File: config.mk
export PLATFORM = sky130hd
export DESIGN_NAME = mem_arbiter
export DESIGN_NICKNAME = d
export VERILOG_FILES = /design/src/rtl/cpu_types_pkg.sv /design/src/rtl/mem_arbiter_rr_picker.sv /design/src/rtl/mem_arbiter.sv
export SDC_FILE = /design/constraint.sdc
export NUM_CORES = 1
export LEC_CHECK = 0
export CAP_MARGIN = 20
export CORE_AREA = 10 10 185 187
export DETAILED_ROUTE_END_ITERATION = 8
export DIE_AREA = 0 0 195 197
export PLACE_DENSITY = 0.51
export SYNTH_ARGS = -nofsm -noshare
export SYNTH_HDL_FRONTEND = slang
export SYNTH_SLANG_ARGS = --single-unit
File: constraint.sdc
create_clock -name CLK -period 2.6 [get_ports CLK]
set_input_delay 0.39 -clock CLK [delete_from_list [all_inputs] [get_ports CLK]]
set_output_delay 0.39 -clock CLK [all_outputs]
set_load 0.02 [all_outputs]
File: src/rtl/cpu_types_pkg.sv
// cpu_types_pkg: types shared by the multicore memory system.
//   ramstate_t  : RAM handshake state (FREE, BUSY, ACCESS, ERROR)
//   word_t      : 32-bit memory word
//   arb_state_t : mem_arbiter FSM state (IDLE, GRANT)
//   req_id_w()  : requester ID width for a given core count
//                 (2*CPUS requesters: dcaches 0..CPUS-1, icaches CPUS..2*CPUS-1)
package cpu_types_pkg;

  typedef enum logic [1:0] {
    FREE   = 2'd0,
    BUSY   = 2'd1,
    ACCESS = 2'd2,
    ERROR  = 2'd3
  } ramstate_t;

  typedef logic [31:0] word_t;

  typedef enum logic {
    IDLE  = 1'b0,
    GRANT = 1'b1
  } arb_state_t;

  // Width needed to hold any requester ID (dcache and icache of every CPU).
  function automatic int req_id_w(input int cpus);
    return (2 * cpus > 2) ? $clog2(2 * cpus) : 1;
  endfunction

endpackage

File: src/rtl/mem_arbiter_rr_picker.sv
// rr_picker: combinational round-robin selection.
//   req   in  N      request vector
//   ptr   in  PTR_W  index with highest priority this round
//   gnt   out N      one-hot grant (lowest requesting index at or after ptr, wrapping)
//   valid out 1      at least one request present
module rr_picker #(
  parameter int N     = 2,
  parameter int PTR_W = 1
) (
  input  logic [N-1:0]     req,
  input  logic [PTR_W-1:0] ptr,
  output logic [N-1:0]     gnt,
  output logic             valid
);

  logic hit_s;

  // Two passes: indices at/after ptr first, then the wrapped-around ones.
  always_comb begin
    gnt   = '0;
    valid = 1'b0;
    hit_s = 1'b0;
    for (int j = 0; j < N; j++) begin
      hit_s  = req[j] && !valid && (j >= int'(ptr));
      gnt[j] = hit_s;
      valid  = valid | hit_s;
    end
    for (int j = 0; j < N; j++) begin
      hit_s  = req[j] && !valid && (j < int'(ptr));
      gnt[j] = gnt[j] | hit_s;
      valid  = valid | hit_s;
    end
  end

endmodule

File: src/rtl/mem_arbiter.sv
// mem_arbiter: shares one RAM port between the icache and dcache of every CPU.
// dcache requests beat icache requests; within a class, round-robin from rr_q.
// An owner keeps the port for up to BURST_MAX completed words.
// Ports:
//   CLK, nRST                      clock, async active-low reset
//   iREN/iaddr -> iwait/iload      icache requesters (per CPU)
//   dREN/dWEN/daddr/dstore ->
//     dwait/dload                  dcache requesters (per CPU)
//   ramREN/ramWEN/ramaddr/ramstore RAM command, ramload/ramstate RAM response
//   ccinv/ccaddr                   snoop invalidate (only with SNOOP_INV_EN)
// Optional feature macro: SNOOP_INV_EN.
module mem_arbiter #(
  parameter int CPUS      = 2,
  parameter int BURST_MAX = 2
) (
  input  logic               CLK,
  input  logic               nRST,
  input  logic [CPUS-1:0]    iREN,
  input  logic [CPUS*32-1:0] iaddr,
  output logic [CPUS-1:0]    iwait,
  output logic [CPUS*32-1:0] iload,
  input  logic [CPUS-1:0]    dREN,
  input  logic [CPUS-1:0]    dWEN,
  input  logic [CPUS*32-1:0] daddr,
  input  logic [CPUS*32-1:0] dstore,
  output logic [CPUS-1:0]    dwait,
  output logic [CPUS*32-1:0] dload,
  output logic               ramREN,
  output logic               ramWEN,
  output logic [31:0]        ramaddr,
  output logic [31:0]        ramstore,
  input  logic [31:0]        ramload,
  input  logic [1:0]         ramstate,
  output logic [CPUS-1:0]    ccinv,
  output logic [CPUS*32-1:0] ccaddr
);
  import cpu_types_pkg::*;

  localparam int ID_W  = req_id_w(CPUS);
  localparam int CPU_W = (CPUS > 1) ? $clog2(CPUS) : 1;
  localparam int CNT_W = $clog2(BURST_MAX + 1);

  arb_state_t       state_q, state_d;
  logic [ID_W-1:0]  owner_q, owner_d;
  logic [CPU_W-1:0] rr_q, rr_d;
  logic [CNT_W-1:0] cnt_q, cnt_d;

  word_t iaddr_a [CPUS];
  word_t daddr_a [CPUS];
  word_t dstore_a[CPUS];

  logic [CPUS-1:0]  dreq_s, dgnt_s, igrant_s;
  logic             dvalid_s, ivalid_s;
  logic [CPU_W-1:0] d_idx_s, i_idx_s, owner_cpu_s, rr_next_s;
  logic             owner_is_d_s;
  logic             own_req_s, own_ren_s, own_wen_s;
  word_t            own_addr_s, own_store_s;
  logic             active_s, word_done_s, last_word_s;

  for (genvar g = 0; g < CPUS; g++) begin : g_unpack
    assign iaddr_a[g]  = iaddr[g*32 +: 32];
    assign daddr_a[g]  = daddr[g*32 +: 32];
    assign dstore_a[g] = dstore[g*32 +: 32];
  end

  assign dreq_s = dREN | dWEN;
  assign iload  = {CPUS{ramload}};
  assign dload  = {CPUS{ramload}};

  rr_picker #(.N(CPUS), .PTR_W(CPU_W)) u_dpick (
    .req(dreq_s), .ptr(rr_q), .gnt(dgnt_s), .valid(dvalid_s)
  );

  rr_picker #(.N(CPUS), .PTR_W(CPU_W)) u_ipick (
    .req(iREN), .ptr(rr_q), .gnt(igrant_s), .valid(ivalid_s)
  );

  // One-hot grants to CPU indices.
  always_comb begin
    d_idx_s = CPU_W'(0);
    i_idx_s = CPU_W'(0);
    for (int c = 0; c < CPUS; c++) begin
      d_idx_s = dgnt_s[c]   ? CPU_W'(c) : d_idx_s;
      i_idx_s = igrant_s[c] ? CPU_W'(c) : i_idx_s;
    end
  end

  // Decode the owner ID and select its request signals.
  always_comb begin
    owner_is_d_s = (owner_q < ID_W'(CPUS));
    owner_cpu_s  = owner_is_d_s ? CPU_W'(owner_q) : CPU_W'(owner_q - ID_W'(CPUS));
    if (owner_is_d_s) begin
      own_req_s   = dREN[owner_cpu_s] | dWEN[owner_cpu_s];
      own_wen_s   = dWEN[owner_cpu_s];
      own_ren_s   = dREN[owner_cpu_s] & ~dWEN[owner_cpu_s];
      own_addr_s  = daddr_a[owner_cpu_s];
      own_store_s = dstore_a[owner_cpu_s];
    end else begin
      own_req_s   = iREN[owner_cpu_s];
      own_wen_s   = 1'b0;
      own_ren_s   = iREN[owner_cpu_s];
      own_addr_s  = iaddr_a[owner_cpu_s];
      own_store_s = 32'h0000_0000;
    end
    // A dropped request abandons the access, so nothing is driven or completed.
    active_s    = (state_q == GRANT) && own_req_s;
    // ERROR is not ACCESS, so it simply stalls and the access is retried.
    word_done_s = active_s && (ramstate_t'(ramstate) == ACCESS);
    last_word_s = (cnt_q == CNT_W'(BURST_MAX - 1));
    rr_next_s   = (owner_cpu_s == CPU_W'(CPUS - 1)) ? CPU_W'(0) : owner_cpu_s + CPU_W'(1);
  end

  // Next-state logic: arbitration in IDLE, burst tracking in GRANT.
  always_comb begin
    state_d = state_q;
    owner_d = owner_q;
    rr_d    = rr_q;
    cnt_d   = cnt_q;
    case (state_q)
      IDLE: begin
        if (dvalid_s) begin
          owner_d = ID_W'(d_idx_s);
          cnt_d   = CNT_W'(0);
          state_d = GRANT;
        end else if (ivalid_s) begin
          owner_d = ID_W'(CPUS) + ID_W'(i_idx_s);
          cnt_d   = CNT_W'(0);
          state_d = GRANT;
        end else begin
          state_d = IDLE;
        end
      end
      GRANT: begin
        if (!own_req_s) begin
          state_d = IDLE;
          rr_d    = rr_next_s;
        end else if (word_done_s && last_word_s) begin
          state_d = IDLE;
          rr_d    = rr_next_s;
          cnt_d   = CNT_W'(0);
        end else if (word_done_s) begin
          cnt_d   = cnt_q + CNT_W'(1);
        end else begin
          state_d = GRANT;
        end
      end
      default: state_d = IDLE;
    endcase
  end

  // Arbiter state registers.
  always_ff @(posedge CLK or negedge nRST) begin
    if (!nRST) begin
      state_q <= IDLE;
      owner_q <= ID_W'(0);
      rr_q    <= CPU_W'(0);
      cnt_q   <= CNT_W'(0);
    end else begin
      state_q <= state_d;
      owner_q <= owner_d;
      rr_q    <= rr_d;
      cnt_q   <= cnt_d;
    end
  end

  // RAM command and per-requester wait from the current owner.
  always_comb begin
    ramREN   = active_s & own_ren_s;
    ramWEN   = active_s & own_wen_s;
    ramaddr  = active_s ? own_addr_s : 32'h0000_0000;
    ramstore = (active_s && own_wen_s) ? own_store_s : 32'h0000_0000;
    for (int c = 0; c < CPUS; c++) begin
      dwait[c] = ~(word_done_s &  owner_is_d_s & (owner_cpu_s == CPU_W'(c)));
      iwait[c] = ~(word_done_s & ~owner_is_d_s & (owner_cpu_s == CPU_W'(c)));
    end
  end

`ifdef SNOOP_INV_EN
  logic             snoop_vld_q, snoop_vld_d;
  logic [CPU_W-1:0] snoop_cpu_q, snoop_cpu_d;
  word_t            snoop_addr_q, snoop_addr_d;

  // Capture each completed dcache write for a one-cycle invalidate broadcast.
  always_comb begin
    snoop_vld_d  = word_done_s & owner_is_d_s & own_wen_s;
    snoop_cpu_d  = owner_cpu_s;
    snoop_addr_d = own_addr_s;
  end

  // Snoop registers.
  always_ff @(posedge CLK or negedge nRST) begin
    if (!nRST) begin
      snoop_vld_q  <= 1'b0;
      snoop_cpu_q  <= CPU_W'(0);
      snoop_addr_q <= 32'h0000_0000;
    end else begin
      snoop_vld_q  <= snoop_vld_d;
      snoop_cpu_q  <= snoop_cpu_d;
      snoop_addr_q <= snoop_addr_d;
    end
  end

  // Invalidate every CPU except the writer.
  always_comb begin
    for (int c = 0; c < CPUS; c++) begin
      ccinv[c]          = snoop_vld_q && (snoop_cpu_q != CPU_W'(c));
      ccaddr[c*32 +: 32] = ccinv[c] ? snoop_addr_q : 32'h0000_0000;
    end
  end
`else
  assign ccinv  = '0;
  assign ccaddr = '0;
`endif

endmodule

# After elaboration in Yosys (flattened, before gate mapping)
# Index checks and enable logic that the tools add are counted.
[word_totals]
reg_bits = 6
input_bits = 234
[op_classes]
n_addsub = 4
order_cmp = 5
eq_ne = 6
n_mux = 41
n_bitwise = 24
n_reduce_logical = 20
[op_table]
columns = ["cell", "count"]
rows = [
  ["2-to-1 mux 32 bit", 13],
  ["2-to-1 mux 1 bit", 19],
  ["2-to-1 mux 2 bit", 7],
  ["logical AND 1 bit", 12],
  ["AND 1 bit", 9],
  ["inverter 1 bit", 8],
  ["OR 1 bit", 5],
  ["zero test 1 bit", 4],
  ["!= test 2 x 1 -> 1 bit (second input constant)", 2],
  ["case mux 2 bit (2 select lines)", 1],
  ["AND reduction 2 bit", 2],
  ["!= test 3 x 1 -> 1 bit (second input constant)", 1],
  ["!= test 3 bit (second input constant)", 1],
  ["AND reduction 3 bit", 1],
  ["adder 2 x 1 -> 2 bit (first input constant)", 1],
  ["adder 2 x 1 -> 2 bit (second input constant)", 1],
  ["== test 2 x 1 -> 1 bit (second input constant)", 1],
  ["== test 2 bit (second input constant)", 1],
  ["greater-or-equal comparator 2 bit (second input constant)", 1],
  ["less-than comparator 1 x 2 -> 1 bit (second input constant)", 1],
  ["less-than comparator 2 bit (second input constant)", 1],
  ["inverter 1 -> 2 bit", 1],
  ["OR 2 bit", 1],
  ["case mux 1 bit (2 select lines)", 1],
  ["5 further kinds", 5],
]

# Longest topological paths before layout
# Gate-level depths: netlist of the first run.
[depth]
ltp_word = 12
mapped_depth = 6

# By module
# Synthesis of the first run repeated with hierarchy kept, for this count alone.
[hier_totals]
cells_unflattened = 403
hier_area_um2 = 3410.8
[modules_own_cells]
columns = ["module", "n_inst", "cells_per_inst", "area_per_inst_um2", "seq_area_each_um2"]
rows = [
  ["mem_arbiter", 1, 395, 3360.7, 150.1],
  ["rr_picker", 2, 4, 25.0, 0.0],
]

# Worst setup path before layout of the first run
# No wires, ideal clock.
[synth_timing]
path_type = "register to output"
start = "register owner_q[1]"
end = "output dwait[0]"
arrival_ns = 1.619
required_ns = 2.210
slack_ns = 0.591
stages_incl_launch_ff = 6
n_path_buf = 1
cell_sequence = "dfrtp_1 clkbuf_1 inv_2 mux4_2 nand2_1 or4_1"
[synth_via]
elab_chain_len = 11
elab_cells_between_ends = 16
classes_between = "order compare: 1; mux: 8; bitwise: 5; reduce/logical: 2"
[synth_rtl]
columns = ["element", "line_no", "source"]
rows = [
  ["start, declared", "mem_arbiter.sv:44", "logic [ID_W-1:0] owner_q, owner_d;"],
  ["start signal, assigned", "mem_arbiter.sv:160", "owner_q <= owner_d;"],
  ["less-than comparator 2 bit (*)", "mem_arbiter.sv:90", "owner_is_d_s = (owner_q < ID_W'(CPUS));"],
  ["2-to-1 mux 1 bit", "mem_arbiter.sv:91", "owner_cpu_s = owner_is_d_s ? CPU_W'(owner_q) : CPU_W'(owner_q - ID_W'(CPUS));"],
  ["2-to-1 mux 1 bit (implied by the code) (2 in a row)", "mem_arbiter.sv:93", "own_req_s = dREN[owner_cpu_s] | dWEN[owner_cpu_s];"],
  ["OR 1 bit", "mem_arbiter.sv:93", ""],
  ["2-to-1 mux 1 bit", "mem_arbiter.sv:92", "if (owner_is_d_s) begin"],
  ["logical AND 1 bit", "mem_arbiter.sv:106", "active_s = (state_q == GRANT) && own_req_s;"],
  ["logical AND 1 bit", "mem_arbiter.sv:108", "word_done_s = active_s && (ramstate_t'(ramstate) == ACCESS);"],
  ["AND 1 bit", "mem_arbiter.sv:173", "dwait[c] = ~(word_done_s & owner_is_d_s & (owner_cpu_s == CPU_W'(c)));"],
  ["AND 1 bit (*)", "mem_arbiter.sv:173", ""],
  ["inverter 1 bit (*)", "mem_arbiter.sv:173", ""],
  ["end, declared", "mem_arbiter.sv:26", "output logic [CPUS-1:0] dwait,"],
]
# Mark *: on every way between the ends. The rest lies on a longest branch, timed or not. The select of a mux whose other input is x is not followed.

# Worst setup path in the final report of the first run
[layout_timing]
start = "input dREN[0]"
end = "output ramaddr[0]"
[layout_via]
elab_chain_len = 6
[layout_rtl]
columns = ["element", "line_no", "source"]
rows = [
  ["start, declared", "mem_arbiter.sv:22", "input logic [CPUS-1:0] dREN,"],
  ["2-to-1 mux 1 bit (implied by the code) (2 in a row)", "mem_arbiter.sv:93", ""],
  ["OR 1 bit", "mem_arbiter.sv:93", ""],
  ["2-to-1 mux 1 bit", "mem_arbiter.sv:92", ""],
  ["logical AND 1 bit", "mem_arbiter.sv:106", ""],
  ["2-to-1 mux 32 bit", "mem_arbiter.sv:170", "ramaddr = active_s ? own_addr_s : 32'h0000_0000;"],
  ["end, declared", "mem_arbiter.sv:30", "output logic [31:0] ramaddr,"],
]
# No other way between the ends. The select of a mux whose other input is x is not followed.

==> results.md, run 1 <==
* Gr ovfl total at 0
* Area share of xor/xnor cells in the synthesized design at 0%
* Die Height at 197 um
* Synth Area in Adders at 0%
* Count leader, synth: buf_4
* R2R Path Start: owner_q[0]
* Max capacitance violation total at 0
* Die X at 195 um
* Clk_skew at 0.000959 ns
* Post-synth top cells: buf_4 (197), nor2_1 (36), mux2i_1 (34), mux4_2 (33), and3_1 (32)
* Simple-Gate Fraction of Synth Area at 13.5%
* Worst EP arrival at 2.15 ns
* Reg2Reg Depth at 5
* WP data required at 2.21 ns
* WS Path Type: primary input to output pin
* Cells after synthesis at 394
* Antenna Nets Post-Route at 0
* Htree depth at 1
* Register area share after synthesis at 4.47%
* Max rail drop VDD at 0.446 mV
* Nets@finish at 776
* Worst reg2reg endpoint: cnt_q[1]
* HP Class: primary input to asynchronous set/reset pin
* DR iter-0 viols at 55
* DR WL/cell at 16.3 um
* Mux cell area share after synthesis at 32.9%
* Dpl hpwl at 13.7 mm
* Row count at 64
* Post-synthesis cell area at 3360 um2
* Crit start category: primary input
* Largest family of logic cells by synthesized area: buffers and inverters
* Post-synth top flop: dfrtp_1
* Initial antenna violation count at 1
* CP Max Fanout at 29
* Drt via density at 3.28
* EDFF count, synth at 0
* Post-synth top area share at 44.1%
* GRT Resource Usage Total at 7.26%
* Part of the cycle the worst path needs at 97.7%
* Flops & latches, synth at 6
* Count of cell types in the netlist at 33
* Final slew viol count at 0
* Top Ports at 498
* Fraction of registers with async set/reset at 100%
* Root buffer cell: clkbuf_16
* Vias in the first global route at 3654
* RSZ-0062 raised after global routing: true
* Clk sinks at 6
* Yosys warning count at 0
* Placed Cells incl. Taps at 930
* R2r setup slk at 0.75 ns
* Post-synthesis compound-gate area fraction at 1.79%
* Full die area at 38400 um2
* Port bufs at 271
* DR vias at 3077
* Leak at 2.33 nW
* Routed wire length at 15.3 mm
* Pre-Repair DR Iteration Count at 4
* Status: finished clean
* Tmin final at 2.54 ns
* Worst setup EP type: output pin
* Initial Utilization at 11.0%
* Maximum clock rate at 393 MHz
* CTS tree: done
* # fillers at 3436
* First-pass GRT wire length at 22.0 mm
* CORE AREA at 30400 um2
* Final hold viol count at 0
* Worst-skew pair later-pin latency at 0.23 ns
* Share of cells above drive strength 1 at 13.9%
* Final setup fails at 0
* Yosys top cell by area: buf_4
* Reg clk slew, reported paths at 0.03 ns
* Max clock buf depth at 2
* Routability cong. at 0.753
* DRC viols at 0
* P&R area growth vs syn at 64.5%
* Syn_area_per_cell at 8.52 um2
* Non-filler instance count after layout at 938
* Num CTS Buffers at 3
* Ranking of synthesized cells by area: buf_4 (44%), mux4_2 (22%), mux2i_1 (10%)
* Power Density at 685 nW/um2
* Largest net degree at the start of global routing at 38
* WHS at 0.428 ns
* Tot Pwr at 3.78 mW
-- flip-flops by register name (all words and copies together), names as in the netlist --
register  flops
rr_q          1
owner_q       2
cnt_q         2
state_q       1
-- worst max-delay path, stage by stage --
cell,delay [ns]
dlygate4sd2_1,0.25
or2_1,0.24
mux4_2,0.57
buf_12,0.20
and3_1,0.16
dlygate4sd2_1,0.31
-- through the flow --
| stage | area [um2] | TNS [ns] | utilization [%] | setup WS, ns |
|---|---|---|---|---|
| 2_1_floorplan | 3600 | 0 | - | 0.591 |
| 3_3_place_gp | 5440 | -14.73 | 17.9 | -0.428 |
| 3_5_place_dp | 5440 | -15.78 | 17.9 | -0.472 |
| 4_1_cts | 5500 | 0 | 18.1 | 0.00499 |
| 5_1_grt | 5520 | -0.00318 | 18.1 | -0.00318 |
| 6_report | 5520 | 0 | 18.1 | 0.0587 |
-- area by class of cell --
| class | instances | area, um2 | area share [%] |
|---|---|---|---|
| timing repair buffer | 294 | 2900 | 52.5 |
| multi-input combinational | 230 | 1870 | 33.8 |
| tap | 396 | 495 | 8.97 |
| sequential | 6 | 154 | 2.79 |
| clock buffer | 4 | 78.8 | 1.43 |
| inverter | 7 | 26.3 | 0.476 |
| antenna | 1 | 2.50 | 0.0453 |
-- power by group --
part | total, mW | switching (mW) | leakage [nW] | internal (mW)
logic | 3.35 | 1.68 | 2.22 | 1.67
registers | 0.176 | 0.0436 | 0.0741 | 0.132
clock network | 0.257 | 0.0531 | 0.0382 | 0.204
-- repair_timing --
action | CTS | global route
setup buffers | 3 | 0
hold buffers | 0 | 0
cloned | 0 | 0
gates resized for setup | 55 | 32
setup endpoints to repair | 67 | 31
pin swaps | 2 | 0
endpoints found under the hold margin | 0 | 0
-- worst max-delay path by stage --
| stage | start | to | slack, ns | cells past startpoint |
|---|---|---|---|---|
| final | dREN[0] | ramaddr[0] | 0.06 | 6 |
| after global placement | dREN[0] | dwait[1] | -0.43 | 6 |
| after CTS | iREN[1] | dwait[0] | 0.005 | 5 |
| after detailed placement | dWEN[1] | dwait[1] | -0.47 | 6 |
| after global routing | dREN[0] | ramaddr[15] | -0.003 | 6 |
| after floorplan | owner_q[1] | dwait[0] | 0.59 | 5 |
-- placed cells by master (no fill, tap or decap), types with 3 or more instances in the layout --
cell type and instances:
and3_1 32, buf_12 3, buf_4 21, buf_6 3, clkbuf_16 3, clkbuf_2 4
clkdlybuf4s15_1 22, clkdlybuf4s50_1 223, conb_1 66, dfrtp_1 5, dlygate4sd2_1 12, dlymetal6s2s_1 5
inv_1 6, mux2i_1 34, mux4_2 33, nand3_1 3, nor2_1 36, or4_1 3
-- metal layers --
metal  GRT usage (%)  share of wire [%]  vias to the layer above
met1            6.27                 31                     1369
met5               0                  0                        -
met3            5.13                 17                       27
li1                -                  -                     1385
met2            13.0                 49                      296
met4            2.46                2.6                        0
-- cell families (layout without fill, tap and decap cells) --
family                 Yosys count  count (layout)
multiplexers                    69              69
AO/OA/AOI/OAI                    8               8
buffers and inverters          223             305
other                            1              67
AND/OR/NAND/NOR                 87              87
flip-flops                       6               6
(Power assumes the default switching activity.)
==> run 2: changes to the inputs <==
- CAP_MARGIN: 20 -> 30
==> results of run 2 <==
The final DEF is identical to that of run 1; final timing and power are the same.
